## config.mk

```make
export PLATFORM = sky130hd
export DESIGN_NAME = downk_layer_flat
export DESIGN_NICKNAME = d
export VERILOG_FILES = /design/src/rtl/bitnet_pkg.sv /design/src/rtl/downk_layer_if.sv /design/src/rtl/downk_lane.sv /design/src/rtl/downk_layer.sv /design/src/flat_wrapper.sv
export SDC_FILE = /design/constraint.sdc
export NUM_CORES = 1
export LEC_CHECK = 0
export BUFFER_PORTS_ARGS = -buffer_cell sky130_fd_sc_hd__buf_2
export CORE_AREA = 3 3 106 108
export DETAILED_ROUTE_END_ITERATION = 10
export DIE_AREA = 0 0 109 111
export GPL_ROUTABILITY_DRIVEN = 0
export GPL_TIMING_DRIVEN = 0
export PLACE_DENSITY = 0.83
export SETUP_SLACK_MARGIN = 0.1
export SLEW_MARGIN = 20
export SYNTH_ARGS = -nofsm -noshare
export SYNTH_HDL_FRONTEND = slang
export SYNTH_SLANG_ARGS = --single-unit
```

## constraint.sdc

```tcl
create_clock -name clk_in -period 3.69 [get_ports clk_in]
set_input_delay 0.369 -clock clk_in [delete_from_list [all_inputs] [get_ports clk_in]]
set_output_delay 0.369 -clock clk_in [all_outputs]
set_load 0.03 [all_outputs]
```

## src/rtl/bitnet_pkg.sv

```systemverilog
// Shared types and elaboration helpers for the bitnet downsampling layers.
package bitnet_pkg;

    typedef enum logic [1:0] {
        IDLE = 2'd0,
        FWD  = 2'd1,
        BWD  = 2'd2,
        DONE = 2'd3
    } state_t;

    function automatic int ceil_div(input int a, input int b);
        return (a + b - 1) / b;
    endfunction

    // Constant filler for the tail of the last group, alternating from the top bit down.
    function automatic logic pad_bit(input int p, input int padding);
        return ((padding - 1 - p) % 2) == 1;
    endfunction

endpackage

```

## src/rtl/downk_layer_if.sv

```systemverilog
// Request/response bundle between a controller and the downk_layer datapath.
interface downk_layer_if #(
    parameter int N      = 27,
    parameter int FAN_IN = 3
);
    import bitnet_pkg::*;

    localparam int OUT_N = ceil_div(N, FAN_IN);

    logic                      oscillator;
    logic                      learn_en;
    logic                      fd_prop;
    logic                      bk_prop;
    logic [N-1:0]              fin;
    logic [OUT_N-1:0]          bin;
    logic [OUT_N-1:0]          fout;
    logic [N-1:0]              bout;
    logic [OUT_N*FAN_IN-1:0]   weights_out;
    logic                      busy;
    logic                      fd_prop_done;
    logic                      bk_prop_done;
    logic                      collision;

    modport master (
        output oscillator, learn_en, fd_prop, bk_prop, fin, bin,
        input  fout, bout, weights_out, busy, fd_prop_done, bk_prop_done, collision
    );

    modport slave (
        input  oscillator, learn_en, fd_prop, bk_prop, fin, bin,
        output fout, bout, weights_out, busy, fd_prop_done, bk_prop_done, collision
    );

endinterface

```

## src/rtl/downk_lane.sv

```systemverilog
// One reduction lane: weighted majority forward, per-input error and next weights backward.
module downk_lane #(
    parameter int FAN_IN = 3
) (
    input  logic [FAN_IN-1:0] x,
    input  logic [FAN_IN-1:0] w,
    input  logic              b,
    output logic              maj,
    output logic [FAN_IN-1:0] bout,
    output logic [FAN_IN-1:0] w_next
);
    localparam int CW = $clog2(FAN_IN + 1);

    function automatic logic [CW-1:0] popcount(input logic [FAN_IN-1:0] v);
        logic [CW-1:0] c;
        c = '0;
        for (int j = 0; j < FAN_IN; j++) begin
            c = c + CW'(v[j]);
        end
        return c;
    endfunction

    logic [CW-1:0] cnt;

    assign cnt = popcount(x ~^ w);
    // Doubling the count keeps the even-FAN_IN tie resolving to 1 without division.
    assign maj    = ({cnt, 1'b0} >= (CW + 1)'(FAN_IN));
    assign bout   = {FAN_IN{b}} ~^ w;
    assign w_next = x ~^ {FAN_IN{b}};

endmodule

```

## src/rtl/downk_layer.sv

```systemverilog
// Time-multiplexed FAN_IN-to-1 binary majority layer with backward error and stochastic learning.
module downk_layer
    import bitnet_pkg::*;
#(
    parameter int N      = 27,
    parameter int FAN_IN = 3,
    parameter int LANES  = 1
) (
    input logic         clk_in,
    input logic         rst_in,
    downk_layer_if.slave bus
);
    localparam int OUT_N    = ceil_div(N, FAN_IN);
    localparam int PADDED_N = OUT_N * FAN_IN;
    localparam int PADDING  = PADDED_N - N;
    localparam int PASSES   = ceil_div(OUT_N, LANES);
    localparam int KW       = (PASSES > 1) ? $clog2(PASSES) : 1;

    state_t                state;
    logic [KW-1:0]         k;
    logic                  op_bwd;
    logic                  learn_lat;
    logic [PADDED_N-1:0]   fin_lat;
    logic [OUT_N-1:0]      bin_lat;
    logic [PADDED_N-1:0]   w;
    logic [OUT_N-1:0]      fout_reg;
    logic [N-1:0]          bout_reg;
    logic                  fd_done;
    logic                  bk_done;
    logic                  coll;

    logic [PADDED_N-1:0]     fin_pad;
    logic [31:0]             grp_base;
    logic [LANES-1:0]        lane_maj;
    logic [LANES*FAN_IN-1:0] lane_bout;
    logic [LANES*FAN_IN-1:0] lane_wn;

    always_comb begin
        fin_pad = '0;
        fin_pad[N-1:0] = bus.fin;
        for (int p = 0; p < PADDING; p++) begin
            fin_pad[N+p] = pad_bit(p, PADDING);
        end
    end

    assign grp_base = 32'(k) * 32'(LANES);

    // Lanes past the last group shift in zeros; the write-back loops never select them.
    for (genvar l = 0; l < LANES; l++) begin : g_lane
        logic [31:0] sh;
        assign sh = (grp_base + 32'(l)) * 32'(FAN_IN);

        downk_lane #(.FAN_IN(FAN_IN)) u_lane (
            .x      (FAN_IN'(fin_lat >> sh)),
            .w      (FAN_IN'(w >> sh)),
            .b      (1'(bin_lat >> (grp_base + 32'(l)))),
            .maj    (lane_maj[l]),
            .bout   (lane_bout[l*FAN_IN +: FAN_IN]),
            .w_next (lane_wn[l*FAN_IN +: FAN_IN])
        );
    end

    always_ff @(posedge clk_in or posedge rst_in) begin
        if (rst_in) begin
            state     <= IDLE;
            k         <= '0;
            op_bwd    <= 1'b0;
            learn_lat <= 1'b0;
            fin_lat   <= '0;
            bin_lat   <= '0;
            w         <= '1;
            fout_reg  <= '0;
            bout_reg  <= '0;
            fd_done   <= 1'b0;
            bk_done   <= 1'b0;
            coll      <= 1'b0;
        end else begin
            fd_done <= 1'b0;
            bk_done <= 1'b0;
            coll    <= (state != IDLE) ? (bus.fd_prop | bus.bk_prop)
                                       : (bus.fd_prop & bus.bk_prop);
            case (state)
                IDLE: begin
                    k <= '0;
                    if (bus.fd_prop) begin
                        fin_lat <= fin_pad;
                        op_bwd  <= 1'b0;
                        state   <= FWD;
                    end else if (bus.bk_prop) begin
                        bin_lat   <= bus.bin;
                        learn_lat <= bus.learn_en;
                        op_bwd    <= 1'b1;
                        state     <= BWD;
                    end
                end
                FWD: begin
                    for (int i = 0; i < OUT_N; i++) begin
                        if (k == KW'(i / LANES)) fout_reg[i] <= lane_maj[i % LANES];
                    end
                    if (k == KW'(PASSES - 1)) state <= DONE;
                    else                      k     <= k + 1'b1;
                end
                BWD: begin
                    for (int i = 0; i < N; i++) begin
                        if (k == KW'((i / FAN_IN) / LANES))
                            bout_reg[i] <= lane_bout[((i / FAN_IN) % LANES) * FAN_IN + (i % FAN_IN)];
                    end
                    if (learn_lat && bus.oscillator) begin
                        for (int i = 0; i < PADDED_N; i++) begin
                            if (k == KW'((i / FAN_IN) / LANES))
                                w[i] <= lane_wn[((i / FAN_IN) % LANES) * FAN_IN + (i % FAN_IN)];
                        end
                    end
                    if (k == KW'(PASSES - 1)) state <= DONE;
                    else                      k     <= k + 1'b1;
                end
                DONE: begin
                    fd_done <= ~op_bwd;
                    bk_done <= op_bwd;
                    state   <= IDLE;
                end
                default: state <= IDLE;
            endcase
        end
    end

    assign bus.fout         = fout_reg;
    assign bus.bout         = bout_reg;
    assign bus.weights_out  = w;
    assign bus.busy         = (state != IDLE);
    assign bus.fd_prop_done = fd_done;
    assign bus.bk_prop_done = bk_done;
    assign bus.collision    = coll;

endmodule

```

## src/flat_wrapper.sv

```systemverilog
// flat-port wrapper written by rule: the top's interface ports become plain ports
module downk_layer_flat import bitnet_pkg::*;
#(
    parameter int N      = 27,
    parameter int FAN_IN = 3,
    parameter int LANES  = 1
)
  (clk_in, rst_in, bus_oscillator, bus_learn_en, bus_fd_prop, bus_bk_prop, bus_fin, bus_bin, bus_fout, bus_bout, bus_weights_out, bus_busy, bus_fd_prop_done, bus_bk_prop_done, bus_collision);
  downk_layer_if #(.N(N), .FAN_IN(FAN_IN)) bus_i ();
  input logic clk_in;
  input logic rst_in;
  input wire logic [$bits(bus_i.oscillator)-1:0] bus_oscillator;
  input wire logic [$bits(bus_i.learn_en)-1:0] bus_learn_en;
  input wire logic [$bits(bus_i.fd_prop)-1:0] bus_fd_prop;
  input wire logic [$bits(bus_i.bk_prop)-1:0] bus_bk_prop;
  input wire logic [$bits(bus_i.fin)-1:0] bus_fin;
  input wire logic [$bits(bus_i.bin)-1:0] bus_bin;
  output wire logic [$bits(bus_i.fout)-1:0] bus_fout;
  output wire logic [$bits(bus_i.bout)-1:0] bus_bout;
  output wire logic [$bits(bus_i.weights_out)-1:0] bus_weights_out;
  output wire logic [$bits(bus_i.busy)-1:0] bus_busy;
  output wire logic [$bits(bus_i.fd_prop_done)-1:0] bus_fd_prop_done;
  output wire logic [$bits(bus_i.bk_prop_done)-1:0] bus_bk_prop_done;
  output wire logic [$bits(bus_i.collision)-1:0] bus_collision;
  assign bus_i.oscillator = bus_oscillator;
  assign bus_i.learn_en = bus_learn_en;
  assign bus_i.fd_prop = bus_fd_prop;
  assign bus_i.bk_prop = bus_bk_prop;
  assign bus_i.fin = bus_fin;
  assign bus_i.bin = bus_bin;
  assign bus_fout = bus_i.fout;
  assign bus_bout = bus_i.bout;
  assign bus_weights_out = bus_i.weights_out;
  assign bus_busy = bus_i.busy;
  assign bus_fd_prop_done = bus_i.fd_prop_done;
  assign bus_bk_prop_done = bus_i.bk_prop_done;
  assign bus_collision = bus_i.collision;
  downk_layer #(.N(N), .FAN_IN(FAN_IN), .LANES(LANES)) u_core (.clk_in(clk_in), .rst_in(rst_in), .bus(bus_i));
endmodule
```

Yosys cells after proc, flatten, opt, wreduce, memory -nomap -nowiden
Cells that the tools add are included.
Storage, ports and cells
  output and inout bits: 67
  flip-flop bits (word level): 110
  logic and storage cells: 115
  input bits: 42
Cells by class
  shift operators: 3
  add/sub/neg operators: 3
  muxes and demuxes: 11
  bitwise logic cells: 7
  magnitude comparators: 1
  equality and inequality tests: 14
  $mul: 1
  reductions and logical operators: 39
Operators with widths (count)
  $shr 27x32->3: 2
  $reduce_and 2->1: 22
  $reduce_and 3->1: 10
  $eq 4x3->1 const B: 4
  $shr 9x4->1: 1
  $xnor 3x3->3: 3
  $eq 4x2->1 const B: 2
  $pmux 4 s2: 1
  $mul 4x2->6 const B: 1
  $mux 2: 3
  $pmux 2 s3: 1
  $reduce_bool 2->1: 3
  $mux 1: 5
  $add 4x1->4 const B: 1
  $eq 2x2->1 const B: 2
  $eq 4x1->1 const B: 1
  $eq 4x4->1 const B: 1
  $logic_not 4->1: 1
  $mux 4: 1
  $ge 3x2->1 const B: 1
  $ne 3x3->1 const B: 1
  $add 1x1->2: 1
  $add 2x1->2: 1
  $eq 2x1->1 const B: 1
  other kinds (8): 9

Longest topological paths before layout
Gate-level depths: netlist of the first run.
  depth after elaboration: 6
  depth in mapped cells: 11
  depth with buffers taken out: 8

By module
From an unflattened synthesis of the first run, not the netlist that was laid out.
Unflattened totals
  cells, all modules: 389
  area, all modules: 5375.2 um^2
Modules (own cells, without submodules)
  downk_layer: area an instance 5268.8 um^2, cells an instance 377, sequential area each 2786.4 um^2, instances 1
  downk_lane: area an instance 106.4 um^2, cells an instance 12, sequential area each 0.0 um^2, instances 1

Worst setup path after synthesis of the first run
OpenSTA, ideal clock, no wires.
  path kind: reg2reg
  start point: register u_core.k[0]
  end point: register u_core.fout_reg[4] (netlist: u_core.bus.fout[4])
  library setup time: 0.095 ns
  arrival time: 1.950 ns
  cell stages (with the launch flop): 10
  path slack: 1.645 ns
  required time: 3.595 ns
  buffers on the path: 2
  period minus slack after synthesis: 2.045 ns
  cells stage by stage: dfrtp_1 -> buf_6 -> buf_2 -> mux2i_1 -> o221ai_1 -> nand3_1 -> xnor2_1 -> ha_1 -> nand2_1 -> o31ai_1
On the way
  word-level cells in the longest chain between the ends: 6
  elaborated cells on any way between the ends: 9
  classes of those cells: add/sub (2); mul (1); order compare (1); eq/ne (1); shift (2); bitwise (1); reduce/logical (1)
RTL lines
  start: declaration: RTL line downk_layer.sv:20  | logic [KW-1:0] k;
  start signal: assignment: RTL line downk_layer.sv:101  | else k <= k + 1'b1;
  start signal: assignment: RTL line downk_layer.sv:115  | else k <= k + 1'b1;
  $mul 4x2->6: RTL line downk_layer.sv:51  | assign sh = (grp_base + 32'(l)) * 32'(FAN_IN);
  $shr 27x32->3 (on tied branches): RTL line downk_layer.sv:54, downk_layer.sv:55
  $xnor 3x3->3: RTL line downk_lane.sv:25  | assign cnt = popcount(x ~^ w);
  $add 1x1->2: RTL line downk_lane.sv:18  | c = c + CW'(v[j]);
  $add 2x1->2: RTL line downk_lane.sv:18
  $ge 3x2->1: RTL line downk_lane.sv:27  | assign maj = ({cnt, 1'b0} >= (CW + 1)'(FAN_IN));
  end signal: indexed assignment: RTL line downk_layer.sv:98  | if (k == KW'(i / LANES)) fout_reg[i] <= lane_maj[i % LANES];
  end: declaration: RTL line downk_layer.sv:26  | logic [OUT_N-1:0] fout_reg;
Parallel ways exist; a longest one is shown, timed or not.
A chain may end at the register's enable or synchronous reset.

Final worst setup path of the first run
  start point: register u_core.k[0]
  end point: register u_core.bout_reg[17] (netlist: u_core.bus.bout[17])
On the way
  word-level cells in the longest chain between the ends: 3
  elaborated cells on any way between the ends: 6
  classes of those cells: mul (1); eq/ne (1); shift (2); bitwise (1); reduce/logical (1)
RTL lines
  $mul 4x2->6: RTL line downk_layer.sv:51
  $shr 27x32->3: RTL line downk_layer.sv:55  | .w (FAN_IN'(w >> sh)),
  $xnor 3x3->3: RTL line downk_lane.sv:28  | assign bout = {FAN_IN{b}} ~^ w;
  end signal: indexed assignment: RTL line downk_layer.sv:106  | bout_reg[i] <= lane_bout[((i / FAN_IN) % LANES) * FAN_IN + (i % FAN_IN)];
  end: declaration: RTL line downk_layer.sv:27  | logic [N-1:0] bout_reg;
Parallel ways exist; a longest one is shown, timed or not.

==> results.txt, run 1 <==
----------------------------------------------------
[Outcome]
  Result of the run ... complete, but fails checks
  Failing checks ... negative hold slack

[Route]
  Drt drc ... 0
  Mean routed wirelength per cell ... approximately 18 um
  Initial DRT Pass Iterations ... 5
  Via total after detailed routing ... slightly below 4000
  Via density per instance ... 5.60
  Initial DRC Count ... 236
  Final WL ... 12200 um
  Antenna violation net count after detailed routing ... 0

[Setup path]
  R2R depth ... 8
  Worst setup path endpoint ... u_core.bus.bout[17]
  Chain of cells forming the critical path ... buf_6 -> buf_6 -> inv_2 -> nor2_1 -> o21ai_0 -> nand3_4 -> xor2_1 -> o21ai_0
  Worst reg2reg startpoint ... u_core.k[0]
  Slowest stage cell, crit path ... sky130_fd_sc_hd__xor2_1
  Reg-to-reg critical path endpoint ... u_core.bus.bout[17]
  Crit path launch type ... flop
  Highest fanout seen on the critical path ... 10
  Critical Setup Path Class ... reg2reg
  Worst Path Arrival ... 2.91 ns
  Reg-to-reg setup timing slack ... 1.0 ns
  Delay of the slowest cell on the worst path ... 0.67 ns
  Kind of capture point of the worst setup path ... flop
  Crit path required time ... slightly below 4 ns
  CP startpoint ... u_core.k[0]

[Clock tree]
  Deepest clock path buffer count ... 2
  CTS tree ... yes
  # resized after CTS ... 0
  Number of buffers created by CTS ... 9
  Clock latency on the worst-skew pair ... 0.38 ns
  H-tree levels ... 3
  Setup Buffers After CTS ... 0
  CTS sink cnt ... 110
  Number of buffers inserted for hold repair after clock tree synthesis ... 0
  CTS root buffer ... sky130_fd_sc_hd__clkbuf_8
  Clock-pin slew on the worst setup and hold paths ... 0.11 ns

[Synthesis]
  Xor/xnor share of the synthesized area ... 0.0238
  Unique masters post-synth ... 43
  Synthesized area per cell ... 12.2 um^2
  Fraction of the yosys area taken by sequential cells ... 0.536
  Proportion of synthesized area in mux cells ... 0.227
  Net count after synthesis ... 477
  Synth warnings ... 0
  Dominant combinational cell family by area after synthesis ... multiplexers
  Arithmetic-cell share of the synthesized area counting full adders, half adders and majority gates ... 0.0236
  Proportion of synthesized flip-flops having asynchronous set or reset ... 1.00
  Gate count after technology mapping ... approximately 430
  Netlist area before placement ... approximately 5200 um^2
  Commonest register cell after synthesis ... sky130_fd_sc_hd__dfrtp_1
  Simple logic cell fraction of the synthesized area ... 0.0830
  Flip-flop and latch count after synthesis ... 110
  Post-synth EDFFs ... 0
  Share of the synthesized area in compound gates (AO/OA/AOI/OAI) ... 0.0803

[Place]
  Estimated wirelength of the detail-placed design ... 9170 um
  Cell area after placement ... 5940 um^2
  # port buffers ... 108
  Worst slack at placement ... 1.06 ns

[Die]
  Core footprint ... 10300 um^2
  Die extent in x ... 109 um
  Starting density of the core ... 0.504
  Floorplan die area ... 12100 um^2
  Number of placed I/O pins ... between 100 and 150
  Die height ... 111 um
  Number of standard-cell rows in the floorplan ... 37

[Timing]
  Tightest slew margin relative to the limit ... 0.466
  Largest clock skew in the final design ... roughly 0.007 ns
  Final hold violations ... 1
  Achievable frequency ... 371 MHz
  Final Max Slew Viols ... 0
  Final worst path period need ... 2.69 ns
  Transition time at the pin with the least slew margin ... between 0.7 and 0.8 ns
  Final clock period utilization by the worst path ... 0.730
  Unrepaired setup endpoints after global routing ... false
  Accumulated negative setup slack ... 0 ns
  Post-route worst setup slack ... about 1 ns
  Final worst hold slack ... -0.000183 ns
  Final setup violation count ... 0

[Cells and area]
  Area overhead of the layout relative to synthesis ... 18.4%
  Design area ... around 6200 um^2
  Fraction of final layout cells with drive strength greater than 1 ... 0.439
  Ant. Diodes ... 0
  NumNets Final ... 597

[Global route]
  Wire length of the first global-routing pass ... 19500 um
  Total Routing Usage GR ... 0.207
  Maximum number of pins on one net before global-route repair ... 62
  Number of global-route vias before repair ... roughly 3800
  Total congestion overflow after global routing ... 0
  Number of antenna violations at the first check in global routing ... 0

[Pwr]
  Leak pwr ... about 0.003 uW
  Peak supply drop ... 0.534 mV
  Pwr dens ... 1030 nW/um^2
  Final total power ... 6340 uW

[Run]
  Max-Cap Viols ... 0

[Hold path]
  Path type of the worst min-delay path ... in2async

----------------------------------------------------
-- critical path: cells and delay by family (launching register included) --
family	cells	cell delay (ns)
xor+xnor	1	0.67
flops	1	0.40
simple gates	2	0.55
compound gates	2	0.51
buf+inv	3	0.39
-- cell families (layout without fill, tap and decap cells) --
kind of cell,after synthesis,count (layout)
fa+ha+maj,10,10
xor+xnor,9,9
flops,110,110
mux,109,109
buf+inv,31,156
compound gates,68,68
simple gates,89,89
-- per-stage QoR --
stage | utilization | std cells
6_report | 0.596 | 687
4_1_cts | 0.596 | 687
3_5_place_dp | 0.576 | 671
3_3_place_gp | 0.573 | 670
5_1_grt | 0.596 | 687
2_1_floorplan | - | 426
-- area by class of cell --
type	instances	area (um^2)
Fill cell	849	4170
Sequential cell	110	2790
Multi-Input combinational cell	285	2270
Timing Repair Buffer	109	568
Clock buffer	12	178
Tap cell	136	170
Buffer	18	91.3
Inverter	13	53.8
Clock inverter	4	33.8
-- synth_stat cells, types with 2 or more instances --
cell                       number  area share
sky130_fd_sc_hd__a21oi_1        9      0.0087
sky130_fd_sc_hd__nand2_1       43       0.031
sky130_fd_sc_hd__buf_6          2      0.0043
sky130_fd_sc_hd__and2_1         2      0.0024
sky130_fd_sc_hd__xor2_2         3      0.0094
sky130_fd_sc_hd__mux2_2        69        0.15
sky130_fd_sc_hd__o31ai_1        8       0.012
sky130_fd_sc_hd__xnor2_2        3      0.0094
sky130_fd_sc_hd__nor2b_1        3      0.0036
sky130_fd_sc_hd__o21ai_0       28       0.027
sky130_fd_sc_hd__o221ai_1       5      0.0084
sky130_fd_sc_hd__o22ai_1        4      0.0048
sky130_fd_sc_hd__buf_2          4      0.0038
sky130_fd_sc_hd__clkbuf_1      10      0.0072
sky130_fd_sc_hd__nand3_1       18       0.017
sky130_fd_sc_hd__inv_1         12      0.0087
sky130_fd_sc_hd__nor2_2         3      0.0036
sky130_fd_sc_hd__or2_2          2      0.0024
sky130_fd_sc_hd__xnor2_1        2      0.0034
sky130_fd_sc_hd__a221o_1        2      0.0038
sky130_fd_sc_hd__nand4_1        2      0.0024
sky130_fd_sc_hd__dfstp_2       27        0.14
sky130_fd_sc_hd__ha_1           9       0.022
sky130_fd_sc_hd__o211ai_1       5      0.0072
sky130_fd_sc_hd__o21ai_1        4      0.0038
sky130_fd_sc_hd__a22o_1         2      0.0034
sky130_fd_sc_hd__nor2_1         9      0.0065
sky130_fd_sc_hd__mux2i_1       39       0.075
sky130_fd_sc_hd__dfrtp_1       83        0.40
-- worst min path at each step --
stage,startpoint,to,slack [ns],cells after the start
CTS,rst_in,u_core.bus.bout[17],0.02,2
global placement,u_core.op_bwd,u_core.bus.fd_prop_done,0.44,1
floorplan,u_core.op_bwd,u_core.bus.fd_prop_done,0.42,1
global route,rst_in,u_core.bus.bout[17],0.04,2
detailed placement,rst_in,u_core.bus.bout[15],0.44,2
finish,rst_in,u_core.bus.bout[17],-0.0002,2
-- layout by cell type, fill, tap and decap left out, types with 3 or more instances in the layout --
master,count
sky130_fd_sc_hd__o21ai_1,4
sky130_fd_sc_hd__o22ai_1,4
sky130_fd_sc_hd__clkbuf_1,11
sky130_fd_sc_hd__inv_1,11
sky130_fd_sc_hd__dfrtp_1,83
sky130_fd_sc_hd__nor2b_1,3
sky130_fd_sc_hd__buf_2,112
sky130_fd_sc_hd__o31ai_1,8
sky130_fd_sc_hd__nand2_1,43
sky130_fd_sc_hd__o211ai_1,5
sky130_fd_sc_hd__xnor2_2,3
sky130_fd_sc_hd__a21oi_1,9
sky130_fd_sc_hd__nand3_1,18
sky130_fd_sc_hd__o221ai_1,5
sky130_fd_sc_hd__nor2_1,9
sky130_fd_sc_hd__o21ai_0,28
sky130_fd_sc_hd__clkbuf_8,9
sky130_fd_sc_hd__mux2_2,69
sky130_fd_sc_hd__mux2i_1,39
sky130_fd_sc_hd__dfstp_2,27
sky130_fd_sc_hd__xor2_2,3
sky130_fd_sc_hd__nor2_2,3
sky130_fd_sc_hd__ha_1,9
-- report_power, final --
part           total [uW]  internal [uW]  switching (uW)  leakage, uW
Clock                 763            336             427     0.000106
Combinational        3490           1210            2280      0.00151
Sequential           2080           1770             308      0.00131
Total                6340           3320            3010      0.00292
-- routing by layer --
metal | wire length [um] | track usage
met5 | 0 | 0
met1 | 5230 | 0.283
met3 | 984 | 0.0513
met2 | 5760 | 0.327
met4 | 184 | 0.0547
No activity file was read; power rests on OpenSTA's default activity.
==> run 2: changes to the inputs <==
--- a/config.mk
+++ b/config.mk
@@ -5,13 +5,14 @@
 export SDC_FILE = /design/constraint.sdc
 export NUM_CORES = 1
 export LEC_CHECK = 0
+export ABC_AREA = 1
 export BUFFER_PORTS_ARGS = -buffer_cell sky130_fd_sc_hd__buf_2
-export CORE_AREA = 3 3 106 108
+export CORE_AREA = 3 3 109 111
 export DETAILED_ROUTE_END_ITERATION = 10
-export DIE_AREA = 0 0 109 111
+export DIE_AREA = 0 0 112 114
 export GPL_ROUTABILITY_DRIVEN = 0
 export GPL_TIMING_DRIVEN = 0
-export PLACE_DENSITY = 0.83
+export PLACE_DENSITY = 0.85
 export SETUP_SLACK_MARGIN = 0.1
 export SLEW_MARGIN = 20
 export SYNTH_ARGS = -nofsm -noshare
==> constraint.sdc (replaced) <==
create_clock -name clk_in -period 2.2 [get_ports clk_in]
set_input_delay 0.22 -clock clk_in [delete_from_list [all_inputs] [get_ports clk_in]]
set_output_delay 0.22 -clock clk_in [all_outputs]
set_load 0.03 [all_outputs]
==> results.txt, run 2 <==
----------------------------------------------------
[Die]
  Starting density of the core ... 0.497 (-0.00692)
  Die extent in x ... 112 um (+2.8%)
  Core footprint ... 10900 um^2 (+5.5%)
  Die height ... 114 um (+2.7%)
  Number of standard-cell rows in the floorplan ... 38 (+2.7%)
  Number of placed I/O pins ... 109 (unchanged)
  Floorplan die area ... 12800 um^2 (+5.5%)

[Synthesis]
  Net count after synthesis ... 719 (+51%)
  Synthesized area per cell ... 8.10 um^2 (-34%)
  Post-synth EDFFs ... 0 (unchanged)
  Most common cell in the synthesized netlist ... sky130_fd_sc_hd__nand2_1
  Netlist area before placement ... 5410 um^2 (+4.0%)
  Top cells by area, synth ... sky130_fd_sc_hd__dfrtp_1 38%, sky130_fd_sc_hd__nand2_1 15%, sky130_fd_sc_hd__dfstp_2 13%
  Proportion of synthesized flip-flops having asynchronous set or reset ... 1.00 (unchanged)
  Commonest register cell after synthesis ... sky130_fd_sc_hd__dfrtp_1
  Ranking of synthesized cells by instance count ... 211 x sky130_fd_sc_hd__nand2_1, 83 x sky130_fd_sc_hd__dfrtp_1, 72 x sky130_fd_sc_hd__nor2_1
  Synth warnings ... 0 (unchanged)
  Cell accounting for the most synthesized area ... sky130_fd_sc_hd__dfrtp_1
  Gate count after technology mapping ... 668 (+57%)
  Share of the synthesized area in the top cell type ... 0.384 (-0.0154)
  Unique masters post-synth ... 28 (-35%)
  Flip-flop and latch count after synthesis ... 110 (unchanged)
  Fraction of the yosys area taken by sequential cells ... 0.515 (-0.0207)

[Place]
  # port buffers ... 108 (unchanged)
  Cell area after placement ... 6200 um^2 (+4.3%)
  Worst slack at placement ... -0.278 ns (-1.34 ns)
  Instance count after placement with tap cells included ... 919 (+37%)
  Estimated wirelength of the detail-placed design ... 10300 um (+12%)

[Cells and area]
  Sequential cell area ... 2790 um^2 (+0.18%)
  Fraction of final layout cells with drive strength greater than 1 ... 0.330 (-0.110)
  Area of combinational cells with multiple inputs ... 2530 um^2 (+11%)
  Ant. Diodes ... 0 (unchanged)
  Area overhead of the layout relative to synthesis ... 27.1%
  Highest-count cells in the layout ignoring fill and taps ... 208 x sky130_fd_sc_hd__nand2_1, 108 x sky130_fd_sc_hd__buf_2, 79 x sky130_fd_sc_hd__dfrtp_1
  Design area ... 6870 um^2 (+12%)
  NumNets Final ... 865 (+45%)
  Most common cell after layout, fill and taps aside ... sky130_fd_sc_hd__nand2_1
  Layout Cells excl Fill ... 959 (+40%)
  Number of filler cells placed in the layout ... 881 (+3.8%)

[Pwr]
  Leak pwr ... 0.00357 uW (+22%)
  Final total power ... 12300 uW (+94%)
  Pwr dens ... 1790 nW/um^2 (+74%)
  Peak supply drop ... 0.890 mV (+67%)

[Clock tree]
  CTS root buffer ... sky130_fd_sc_hd__clkbuf_8
  H-tree levels ... 3 (unchanged)
  CTS sink cnt ... 110 (unchanged)
  Clock latency on the worst-skew pair ... 0.38 ns (about the same)
  Number of buffers created by CTS ... 9 (unchanged)
  Deepest clock path buffer count ... 2 (unchanged)
  CTS tree ... yes
  Clock-pin slew on the worst setup and hold paths ... 0.10 ns (about the same)

[Timing]
  Final hold violations ... 0 (-1)
  Final setup violation count ... 7 (+7)
  Final worst path period need ... 2.21 ns (-0.485 ns)
  Largest clock skew in the final design ... 0.0170 ns (+0.0101 ns)
  Transition time at the pin with the least slew margin ... 0.715 ns (-0.0831 ns)
  Tightest slew margin relative to the limit ... 0.523 (+0.0562)
  Final clock period utilization by the worst path ... 1.00 (+0.274)
  Unrepaired setup endpoints after global routing ... true
  Final worst hold slack ... 0.0463 ns (+0.0465 ns)
  Achievable frequency ... 453 MHz (+22%)
  Final Max Slew Viols ... 0 (unchanged)
  Post-route worst setup slack ... -0.00971 ns (-1.00 ns)

[Route]
  Antenna violation net count after detailed routing ... 0 (unchanged)
  Via total after detailed routing ... 5132 (+33%)
  Final WL ... 15000 um (+23%)
  Initial DRC Count ... 439 (+86%)
  Initial DRT Pass Iterations ... 6 (+1)
  Mean routed wirelength per cell ... 15.6 um (-12%)
  Drt drc ... 0 (unchanged)
  Via density per instance ... 5.35 (-4.5%)

[Setup path]
  Worst Path Arrival ... 2.48 ns (-0.43 ns)
  R2R depth ... 12 (+4)
  Critical Setup Path Class ... reg2reg
  Worst reg2reg startpoint ... u_core.k[3]
  Crit path launch type ... flop
  Reg-to-reg setup timing slack ... -0.01 ns (-1.00 ns)
  Kind of capture point of the worst setup path ... flop
  Highest fanout seen on the critical path ... 8 (-2)
  Reg-to-reg critical path endpoint ... u_core.bus.fout[7]
  Crit path required time ... 2.47 ns (-1.43 ns)

[Outcome]
  Failing checks ... negative setup slack
  Result of the run ... complete, but fails checks

[Run]
  Max-Cap Viols ... 0 (unchanged)

[Hold path]
  Worst hold start ... bus_bin[0]
  Cell count of the worst hold path ... 3
  Worst-case hold path end point ... u_core.bin_lat[0]
  Path type of the worst min-delay path ... in2reg

[Global route]
  Number of global-route vias before repair ... 4728 (+25%)
  Number of antenna violations at the first check in global routing ... 0 (unchanged)
  Wire length of the first global-routing pass ... 23400 um (+20%)
  Total Routing Usage GR ... 0.227 (+0.0202)
  Total congestion overflow after global routing ... 0 (unchanged)
  Maximum number of pins on one net before global-route repair ... 36 (-42%)

----------------------------------------------------
[run 2: worst max-delay path by stage]
stage	slack, ns	endpoint	start	cells after the start
6_report	-0.01	u_core.bus.fout[7]	u_core.k[3]	12
5_1_grt	-0.1	u_core.bus.fout[1]	u_core.k[2]	14
4_1_cts	0.09	u_core.bus.weights_out[20]	u_core.state[0]	9
3_5_place_dp	-0.28	u_core.bus.fout[1]	u_core.k[0]	12
3_3_place_gp	-0.29	u_core.bus.fout[0]	u_core.k[0]	12
2_1_floorplan	0.14	u_core.bus.fout[8]	u_core.k[0]	12
[run 2: routing by layer]
| metal | track usage | wire length [um] |
|---|---|---|
| met1 | 0.310 | 6280 |
| met2 | 0.367 | 7020 |
| met3 | 0.0451 | 1250 |
| met4 | 0.0753 | 454 |
| met5 | 0 | 0 |
[run 2: cell families (layout without fill, tap and decap cells)]
logic type / count (synthesis) / after routing / synth area share
DFF: 110 / 110 / 0.515
adders and majority gates: 9 / 9 / 0.0208
AOI/OAI and AO/OA: 61 / 61 / 0.0641
muxes: 15 / 15 / 0.0312
and+or+nand+nor: 381 / 383 / 0.300
xor gates and xnor gates: 3 / 3 / 0.00486
buffers and inverters: 89 / 238 / 0.0636
[run 2: final cells by class]
| type | instances | area share |
|---|---|---|
| Sequential cell | 110 | 0.406 |
| Clock buffer | 9 | 0.0180 |
| Tap cell | 140 | 0.0255 |
| Clock inverter | 7 | 0.00783 |
| Buffer | 15 | 0.0197 |
| Multi-Input combinational cell | 471 | 0.367 |
| Timing Repair Buffer | 133 | 0.113 |
| Inverter | 74 | 0.0426 |
[run 2: repair_timing]
item                                   in CTS  in global routing
cloned                                      1                  1
setup buffers                              16                  7
resized for setup                          54                 42
endpoints found under the hold margin      16                  0
hold buffers                                1                  0
setup endpoints to repair                  42                 74
pin swaps                                  23                 12
[run 2: power by group]
part | leakage, uW | switching, uW | total, uW | internal, uW
Combinational | 0.00218 | 5130 | 7590 | 2460
Sequential | 0.00129 | 570 | 3560 | 2990
Clock | 0.0000944 | 715 | 1140 | 425
[run 2: critical path, cell delays in order (launching register included)]
cell and delay, ns:
sky130_fd_sc_hd__dfrtp_2 0.46, sky130_fd_sc_hd__buf_4 0.15, sky130_fd_sc_hd__nor2_4 0.21, sky130_fd_sc_hd__o211ai_1 0.12, sky130_fd_sc_hd__o21ai_1 0.13, sky130_fd_sc_hd__nor2_2 0.08, sky130_fd_sc_hd__nor2_2 0.18, sky130_fd_sc_hd__xnor2_1 0.17
sky130_fd_sc_hd__ha_1 0.30, sky130_fd_sc_hd__nand3_4 0.10, sky130_fd_sc_hd__nand2_4 0.08, sky130_fd_sc_hd__nand2_1 0.07, sky130_fd_sc_hd__nand2_1 0.05
[run 2: per-stage QoR]
step | TNS [ns] | utilization
floorplan | 0 | -
global placement | -7.24 | 0.563
detailed placement | -6.67 | 0.569
CTS | 0 | 0.612
global route | -0.744 | 0.631
finish | -0.0386 | 0.631
